==> config.mk <==
export PLATFORM = sky130hd
export DESIGN_NAME = hazard_ctrl_id_ex
export DESIGN_NICKNAME = d
export VERILOG_FILES = /design/src/rtl/mips_pipe_pkg.sv /design/src/rtl/sat_counter.sv /design/src/rtl/hazard_ctrl_id_ex.sv
export SDC_FILE = /design/constraint.sdc
export NUM_CORES = 1
export LEC_CHECK = 0
export CORE_ASPECT_RATIO = 0.75
export CORE_MARGIN = 2
export CORE_UTILIZATION = 35
export DETAILED_ROUTE_END_ITERATION = 8
export HOLD_SLACK_MARGIN = 0.05
export MAX_ROUTING_LAYER = met4
export PLACE_DENSITY = 0.7
export SYNTH_ARGS = -nofsm -noshare
export SYNTH_HDL_FRONTEND = slang
export SYNTH_SLANG_ARGS = --single-unit
==> constraint.sdc <==
create_clock -name clk -period 4.4 [get_ports clk]
set_input_delay 1.1 -clock clk [delete_from_list [all_inputs] [get_ports clk]]
set_output_delay 1.1 -clock clk [all_outputs]
set_load 0.02 [all_outputs]
==> src/rtl/mips_pipe_pkg.sv <==
// Shared definitions for the 5-stage MIPS pipeline control logic.
// State encoding, register constants and the IF/ID flush NOP.
package mips_pipe_pkg;

  typedef enum logic {
    RUN   = 1'b0,
    STALL = 1'b1
  } hz_state_e;

  localparam logic [4:0]  REG_ZERO  = 5'd0;
  localparam logic [31:0] NOP_INSTR = 32'h0000_0000;

endpackage

==> src/rtl/sat_counter.sv <==
// Saturating up-counter with synchronous clear.
// Holds at all-ones instead of wrapping.
module sat_counter #(
  parameter int CNT_W = 16
) (
  input  logic             clk,
  input  logic             clr,
  input  logic             inc,
  output logic [CNT_W-1:0] count
);

  localparam logic [CNT_W-1:0] MAX = '1;

  always_ff @(posedge clk) begin
    if (clr)
      count <= '0;
    else if (inc && count != MAX)
      count <= count + 1'b1;
  end

endmodule

==> src/rtl/hazard_ctrl_id_ex.sv <==
// ID/EX hazard control: load-use stalls and taken-branch flushes.
// Outputs are combinational on the current inputs and FSM state.
module hazard_ctrl_id_ex
  import mips_pipe_pkg::*;
#(
  parameter int LOAD_STALL = 1,
  parameter int CNT_W      = 16
) (
  input  logic             clk,
  input  logic             reset,
  input  logic [4:0]       i_ifid_rs,
  input  logic [4:0]       i_ifid_rt,
  input  logic [4:0]       i_idex_rt,
  input  logic             i_idex_memRead,
  input  logic             i_exmem_branch,
  input  logic             i_exmem_zero,
  output logic             o_pc_write,
  output logic             o_ifid_write,
  output logic             o_idex_bubble,
  output logic             o_ifid_flush,
  output logic             o_exmem_flush,
  output logic             o_pc_src,
  output logic [CNT_W-1:0] o_stall_count,
  output logic [CNT_W-1:0] o_flush_count
);

  localparam logic [2:0] REM_INIT = 3'(LOAD_STALL - 1);

  hz_state_e  state;
  logic [2:0] rem;
  logic       hz;
  logic       tk;
  logic       stall_cyc;

  assign hz = i_idex_memRead
           && (i_idex_rt != REG_ZERO)
           && (i_idex_rt == i_ifid_rs
            || i_idex_rt == i_ifid_rt);

  assign tk = i_exmem_branch && i_exmem_zero;

  // A taken branch makes the stalled instruction wrong-path.
  assign stall_cyc = !tk && (state == STALL || hz);

  always_comb begin
    o_pc_write    = 1'b1;
    o_ifid_write  = 1'b1;
    o_idex_bubble = 1'b0;
    o_ifid_flush  = 1'b0;
    o_exmem_flush = 1'b0;
    o_pc_src      = 1'b0;
    if (reset) begin
      o_pc_write    = 1'b0;
      o_ifid_write  = 1'b0;
      o_idex_bubble = 1'b1;
      o_ifid_flush  = 1'b1;
    end else if (tk) begin
      o_pc_src      = 1'b1;
      o_idex_bubble = 1'b1;
      o_ifid_flush  = 1'b1;
      o_exmem_flush = 1'b1;
    end else if (stall_cyc) begin
      o_pc_write    = 1'b0;
      o_ifid_write  = 1'b0;
      o_idex_bubble = 1'b1;
    end
  end

  always_ff @(posedge clk) begin
    if (reset) begin
      state <= RUN;
      rem   <= '0;
    end else if (tk) begin
      state <= RUN;
      rem   <= '0;
    end else if (state == STALL) begin
      rem <= rem - 3'd1;
      if (rem == 3'd1)
        state <= RUN;
    end else if (hz && LOAD_STALL > 1) begin
      state <= STALL;
      rem   <= REM_INIT;
    end
  end

  sat_counter #(.CNT_W(CNT_W)) u_stall_cnt (
    .clk   (clk),
    .clr   (reset),
    .inc   (!reset && stall_cyc),
    .count (o_stall_count)
  );

  sat_counter #(.CNT_W(CNT_W)) u_flush_cnt (
    .clk   (clk),
    .clr   (reset),
    .inc   (!reset && tk),
    .count (o_flush_count)
  );

endmodule
=== Yosys cells after proc, flatten, opt, wreduce, memory -nomap -nowiden ===
Index checks and enable logic that the tools add are counted.

* Bits in registers: 36
* Output and inout bits: 38
* Word-level logic and storage cells: 38

* $add $sub $neg: 3
* Eq/ne operators: 5
* Mux-type cells: 10
* Bitwise gates (word level): 1
* Reduce and logical (&&, ||, !) cells: 15

{| class="wikitable"
|+ Operator list
! operator !! count
|-
| adder 16 x 1 -> 16 bit (second input constant) || 2
|-
| inequality test 16 bit (second input constant) || 2
|-
| equality test 5 bit || 2
|-
| two-way mux 1 bit || 10
|-
| logical AND 1 bit || 8
|-
| nonzero test 5 bit || 1
|-
| equality test 3 x 1 -> 1 bit (second input constant) || 1
|-
| OR reduction 3 bit || 1
|-
| subtractor 3 x 1 -> 3 bit (second input constant) || 1
|-
| logical NOT 1 bit || 2
|-
| logical OR 1 bit || 2
|-
| OR reduction 2 bit || 1
|-
| NOT 1 bit || 1
|}

=== Logic depth before layout (Yosys ltp) ===
Gate-level depths: netlist (run 1).

* Depth in word-level cells: 8
* Mapped depth: 8
* Mapped depth without buffers: 7

=== By module ===
Synthesis (run 1) repeated with hierarchy kept, for this count alone.

* Cells, all modules: 247
* Area total of the unflattened synthesis: 2,069.5 µm²

{| class="wikitable"
|+ By module, submodules not included
! module !! instances !! cells an instance !! area an instance (µm²) !! sequential area each (µm²)
|-
| sat_counter || 2 || 99 || 848.3 || 320.3
|-
| hazard_ctrl_id_ex || 1 || 49 || 372.9 || 80.1
|}

=== Worst setup path after synthesis (run 1) ===
No wires, ideal clock.

* Kind: input to output
* Start point: input port i_idex_rt[1]
* End point: output port o_pc_write
* Arrival: 2.693 ns
* Data required time: 3.300 ns
* Slack: 0.607 ns
* Stages: 5
* Path buffers: 1
* Cells stage by stage: or4_1 > o21ai_2 > o21bai_1 > o21ai_0 > buf_4

* Cells in the longest elaborated chain, start to end: 8
* Elaborated cells on any way between the ends: 11
* Those cells by class: eq/ne: 2; mux: 3; reduce/logical: 6

{| class="wikitable"
|+ Ends and longest elaborated chain
! what !! RTL line !! source
|-
| from (decl) || hazard_ctrl_id_ex.sv:13 || <nowiki>input logic [4:0] i_idex_rt,</nowiki>
|-
| equality test 5 bit (tied with other cells) || hazard_ctrl_id_ex.sv:37 || <nowiki>&& (i_idex_rt == i_ifid_rs</nowiki>
|-
| logical OR 1 bit / logical AND 1 bit (equally long branches) || hazard_ctrl_id_ex.sv:38, hazard_ctrl_id_ex.sv:36 ||
|-
| logical AND 1 bit * || hazard_ctrl_id_ex.sv:37 ||
|-
| logical OR 1 bit * || hazard_ctrl_id_ex.sv:43 || <nowiki>assign stall_cyc = !tk && (state == STALL || hz);</nowiki>
|-
| logical AND 1 bit * || hazard_ctrl_id_ex.sv:43 ||
|-
| two-way mux 1 bit * (3 in a row) || - ||
|-
| to (decl) || hazard_ctrl_id_ex.sv:17 || <nowiki>output logic o_pc_write,</nowiki>
|}

Mark *: on every way between the ends. The rest lies on a longest branch, timed or not.

=== Worst setup path in the final report (run 1) ===
* Start point: input port i_idex_rt[3]
* End point: output port o_ifid_write

* Cells in the longest elaborated chain, start to end: 8
* Elaborated cells on any way between the ends: 11
* Those cells by class: eq/ne: 2; mux: 3; reduce/logical: 6

{| class="wikitable"
|+ Ends and longest elaborated chain
! what !! RTL line !! source
|-
| equality test 5 bit (tied with other cells) || hazard_ctrl_id_ex.sv:37 ||
|-
| logical OR 1 bit / logical AND 1 bit (equally long branches) || hazard_ctrl_id_ex.sv:38, hazard_ctrl_id_ex.sv:36 ||
|-
| logical AND 1 bit * || hazard_ctrl_id_ex.sv:37 ||
|-
| logical OR 1 bit * || hazard_ctrl_id_ex.sv:43 ||
|-
| logical AND 1 bit * || hazard_ctrl_id_ex.sv:43 ||
|-
| two-way mux 1 bit * || hazard_ctrl_id_ex.sv:62 || <nowiki>end else if (stall_cyc) begin</nowiki>
|-
| two-way mux 1 bit * || hazard_ctrl_id_ex.sv:57 || <nowiki>end else if (tk) begin</nowiki>
|-
| two-way mux 1 bit * || hazard_ctrl_id_ex.sv:52 || <nowiki>if (reset) begin</nowiki>
|-
| to (decl) || hazard_ctrl_id_ex.sv:18 || <nowiki>output logic o_ifid_write,</nowiki>
|}

Marks and branches as above.

==> results of run 1 <==
stage by stage:
step | power (W) | setup WS (ns)
after floorplan | 0.000368 | 0.607
after global placement | 0.000406 | 0.135
after detailed placement | 0.000406 | 0.110
after CTS | 0.000626 | 0.106
after global routing | 0.000644 | 0.0145
final | 0.000621 | 0.141
flip-flops by register name, summed over array words and instances, names as in the netlist:
name	count
u_flush_cnt.count	16
rem	3
u_stall_cnt.count	16
state	1
placed cells by master, fill, tap and decap left out, types with 2 or more instances in the layout:
| cell type | instances |
|---|---|
| a21oi_1 | 8 |
| and2_1 | 2 |
| and3_1 | 2 |
| and4_1 | 2 |
| buf_4 | 8 |
| clkbuf_8 | 5 |
| clkdlybuf4s50_1 | 56 |
| dfxtp_1 | 36 |
| ha_1 | 4 |
| inv_1 | 9 |
| mux2_2 | 7 |
| mux2i_1 | 2 |
| nand2_1 | 16 |
| nand2b_1 | 2 |
| nand3_1 | 15 |
| nand4_1 | 8 |
| nor2_1 | 32 |
| nor2b_1 | 7 |
| nor3_1 | 4 |
| nor3_2 | 2 |
| nor4_1 | 6 |
| o21ai_0 | 7 |
| o31ai_1 | 3 |
| or3_1 | 2 |
| or4_1 | 4 |
| xnor2_1 | 7 |
| xor2_1 | 19 |
cells in the mapped netlist (2+ instances only):
cell / count
xnor2_1: 7
nand3_1: 15
mux2_2: 7
dfxtp_1: 36
nand4_1: 8
nand2_1: 16
or4_1: 4
clkbuf_1: 6
o31ai_1: 3
and3_1: 2
nor3_1: 4
a21oi_1: 8
and2_1: 2
o21ai_0: 7
ha_1: 4
or3_1: 2
nor2_1: 32
nor4_1: 6
nor3_2: 2
nand2b_1: 2
and4_1: 2
nor2b_1: 7
mux2i_1: 2
inv_1: 9
xor2_1: 19
buf_4: 2
power groups by stage:
stage	Clock, W	Combinational (W)	Sequential [W]
after floorplan	0	0.0000318	0.000336
after global placement	0	0.0000702	0.000335
after detailed placement	0	0.0000709	0.000335
after CTS	0.000227	0.0000711	0.000328
after global routing	0.000239	0.0000766	0.000328
final	0.000222	0.0000704	0.000328
cell families after synthesis:
group                    synth area share [%]
buffers and inverters                    4.64
flip-flops                               36.6
XOR/XNOR                                 11.6
multiplexers                             5.02
AND/OR/NAND/NOR                          28.9
adder cells (fa/ha/maj)                  2.54
AO/OA/AOI/OAI                            10.7
layout make-up:
cell class | instances | area, µm²
inverter | 10 | 37.5
clock buffer | 6 | 72.6
clock inverter | 1 | 5.00
fill | 515 | 2660
tap | 75 | 93.8
sequential | 36 | 721
multi-input combinational | 179 | 1160
timing repair buffer | 65 | 633
what timing repair did:
item | in CTS | in global routing
gates resized for setup | 0 | 1
buffers inserted | 0 | 0
endpoints found under the setup margin | 0 | 2
hold buffers | 0 | 0
endpoints found under the hold margin | 0 | 0
worst max-delay path: cells and delay by family:
| kind | cells | cell delay, ns |
|---|---|---|
| AOI/OAI and AO/OA | 3 | 0.44 |
| buffers and inverters | 2 | 1.10 |
| and+or+nand+nor | 1 | 0.51 |
per-layer routing:
layer / share of wire, % / up-vias
met2: 44 / 40
met4: 0.76 / 0
met5: 0 / -
met1: 51 / 831
met3: 4.5 / 4
li1: - / 951
final timing paths:
check	from	to	cells past startpoint
min reg2reg	rem[1]	rem[1]	2
max	i_idex_rt[3]	o_ifid_write	6
max reg2reg	u_stall_cnt.count[2]	u_stall_cnt.count[5]	5
min	rem[1]	rem[1]	2
==> impl_metrics.py, run 1 <==
metrics = {
    "status": {
        "outcome": "finished clean",
    },
    "synthesis": {
        "synth-edff-count": 0,
        "synth_cell_types": 47,
        "yosysWarnings": 0,
        "ys.flop_type": "dfxtp_1",
        "synthesis.area_um2": 1970,
        "syn_area_per_cell_um2": 8.38,
        "synth-seq-cells": 36,
        "yosysTopAreaCellShare_pct": 36.6,
        "async_flop_share_pct": 0,
        "synth.net_count": 259,
        "yosys.area.top_type": "dfxtp_1",
        "ys_seq_area_share_pct": 36.6,
        "synth_top_cells_by_area": "dfxtp_1 37%, xor2_1 8.4%, nor2_1 6.1%, mux2_2 4.0%, nand3_1 3.8%",
        "syn_inst": 235,
    },
    "routing": {
        "wirelength_mm": 4.74,
        "vias": 1826,
        "drtIter0Drc": 79,
        "routedWlPerCell_um": 12.7,
        "dr.pass1.iters": 4,
        "antenna_left": 0,
        "route.detailed.drc": 0,
        "detail_route.vias_per_cell": 4.91,
    },
    "floorplan": {
        "die_w_um": 90.6,
        "core_region_area_um2": 5380,
        "initial_core_util_pct": 36.6,
        "die-area_um2": 6250,
        "core.rowCount": 23,
        "die_h_um": 69.0,
        "ios": 58,
    },
    "power": {
        "clkPwrFrac_pct": 35.8,
        "swShare_pct": 24.3,
        "combPwrFrac_pct": 11.3,
        "power_density_nw_per_um2": 228,
        "p_sw_w": 0.000151,
        "peakVddDrop_mv": 0.0905,
        "power_leakage_nw": 0.942,
        "p_int_w": 0.000469,
        "pwr-share-seq_pct": 52.9,
    },
    "final_layout": {
        "final_nets": 321,
        "drive_above_1_share_pct": 9.09,
        "fin_area_um2": 2720,
        "diodes": 0,
        "final_core_util_pct": 50.5,
        "layout.cells.non_filler": 372,
        "area_growth_pct": 38.1,
    },
    "timing": {
        "setup_viol": 0,
        "fmax_mhz": 235,
        "worstMarginPinSlew_ns": 0.711,
        "setup_tns_ns": 0,
        "rsz0062_at_grt": "false",
        "min_period_over_period_pct": 96.8,
        "fin_hold_ws_ns": 0.481,
        "relSlewSlack_pct": 52.5,
        "hold_viol": 0,
        "skew_ns": 0.00874,
        "drv_slew": 0,
        "final.min_clock_period_ns": 4.26,
    },
    "clock_tree": {
        "cts_max_level": 2,
        "clkSinkCount": 36,
        "cts_tree": "done",
        "clk_path_buf_depth": 2,
        "numCtsBuffers": 5,
        "root_buffer": "clkbuf_8",
        "clk_pin_slew_ns": 0.06,
        "clkLatencyLatePin_ns": 0.29,
    },
    "global_routing": {
        "grt_usage_pct": 16.7,
        "met1_usage_pct": 20.6,
        "grt_util_met3_pct": 5.00,
        "grt_pass1_vias": 1766,
        "use_met2_pct": 27.7,
        "grt_most_used_layer": "met2",
        "antenna_found_initial": 0,
        "grt_first_pass_wirelength_mm": 8.14,
        "overflow": 0,
        "grt_max_degree": 36,
    },
    "placed_design": {
        "place_area_um2": 2640,
        "place.gp.congestion": 0.859,
        "place_inst": 365,
        "place_hpwl_mm": 3.57,
        "port_buffers": 57,
    },
    "critical_path": {
        "cp_max_fo": 3,
        "critPathMaxStageDelay_ns": 0.63,
        "critPathSlowestCell": "clkdlybuf4s50_1",
        "cp-start-kind": "primary input",
        "regToRegSetupSlack_ns": 2.21,
        "cp.arrival_ns": 3.16,
        "path_common_cell": "clkdlybuf4s50_1",
        "worstSetupEndpointType": "output pin",
        "path_class": "primary input to output pin",
        "crit_path_cell_trace": "clkdlybuf4s50_1 > or4_1 > o21ai_2 > o21bai_1 > o21ai_0 > clkdlybuf4s50_1",
        "cp_data_required_time_ns": 3.30,
    },
    "min_path": {
        "holdCritPathClass": "flop to flop",
    },
    "run": {
        "max_cap_viol_count": 0,
    },
}
Note: power is estimated with default switching activity, not from simulation.
==> run 2: changes to the inputs <==
--- a/config.mk
+++ b/config.mk
@@ -12,6 +12,7 @@
 export HOLD_SLACK_MARGIN = 0.05
 export MAX_ROUTING_LAYER = met4
 export PLACE_DENSITY = 0.7
+export SKIP_CTS_REPAIR_TIMING = 1
 export SYNTH_ARGS = -nofsm -noshare
 export SYNTH_HDL_FRONTEND = slang
 export SYNTH_SLANG_ARGS = --single-unit
==> results of run 2 <==
Same layout as run 1: the final DEF is identical, and so are final timing and power.
==> run 3: changes to the inputs <==
--- a/config.mk
+++ b/config.mk
@@ -8,6 +8,7 @@
 export CORE_ASPECT_RATIO = 0.75
 export CORE_MARGIN = 2
 export CORE_UTILIZATION = 35
+export CTS_CLUSTER_SIZE = 25
 export DETAILED_ROUTE_END_ITERATION = 8
 export HOLD_SLACK_MARGIN = 0.05
 export MAX_ROUTING_LAYER = met4
==> results of run 3 <==
Same layout as run 1: the final DEF is identical, and so are final timing and power.
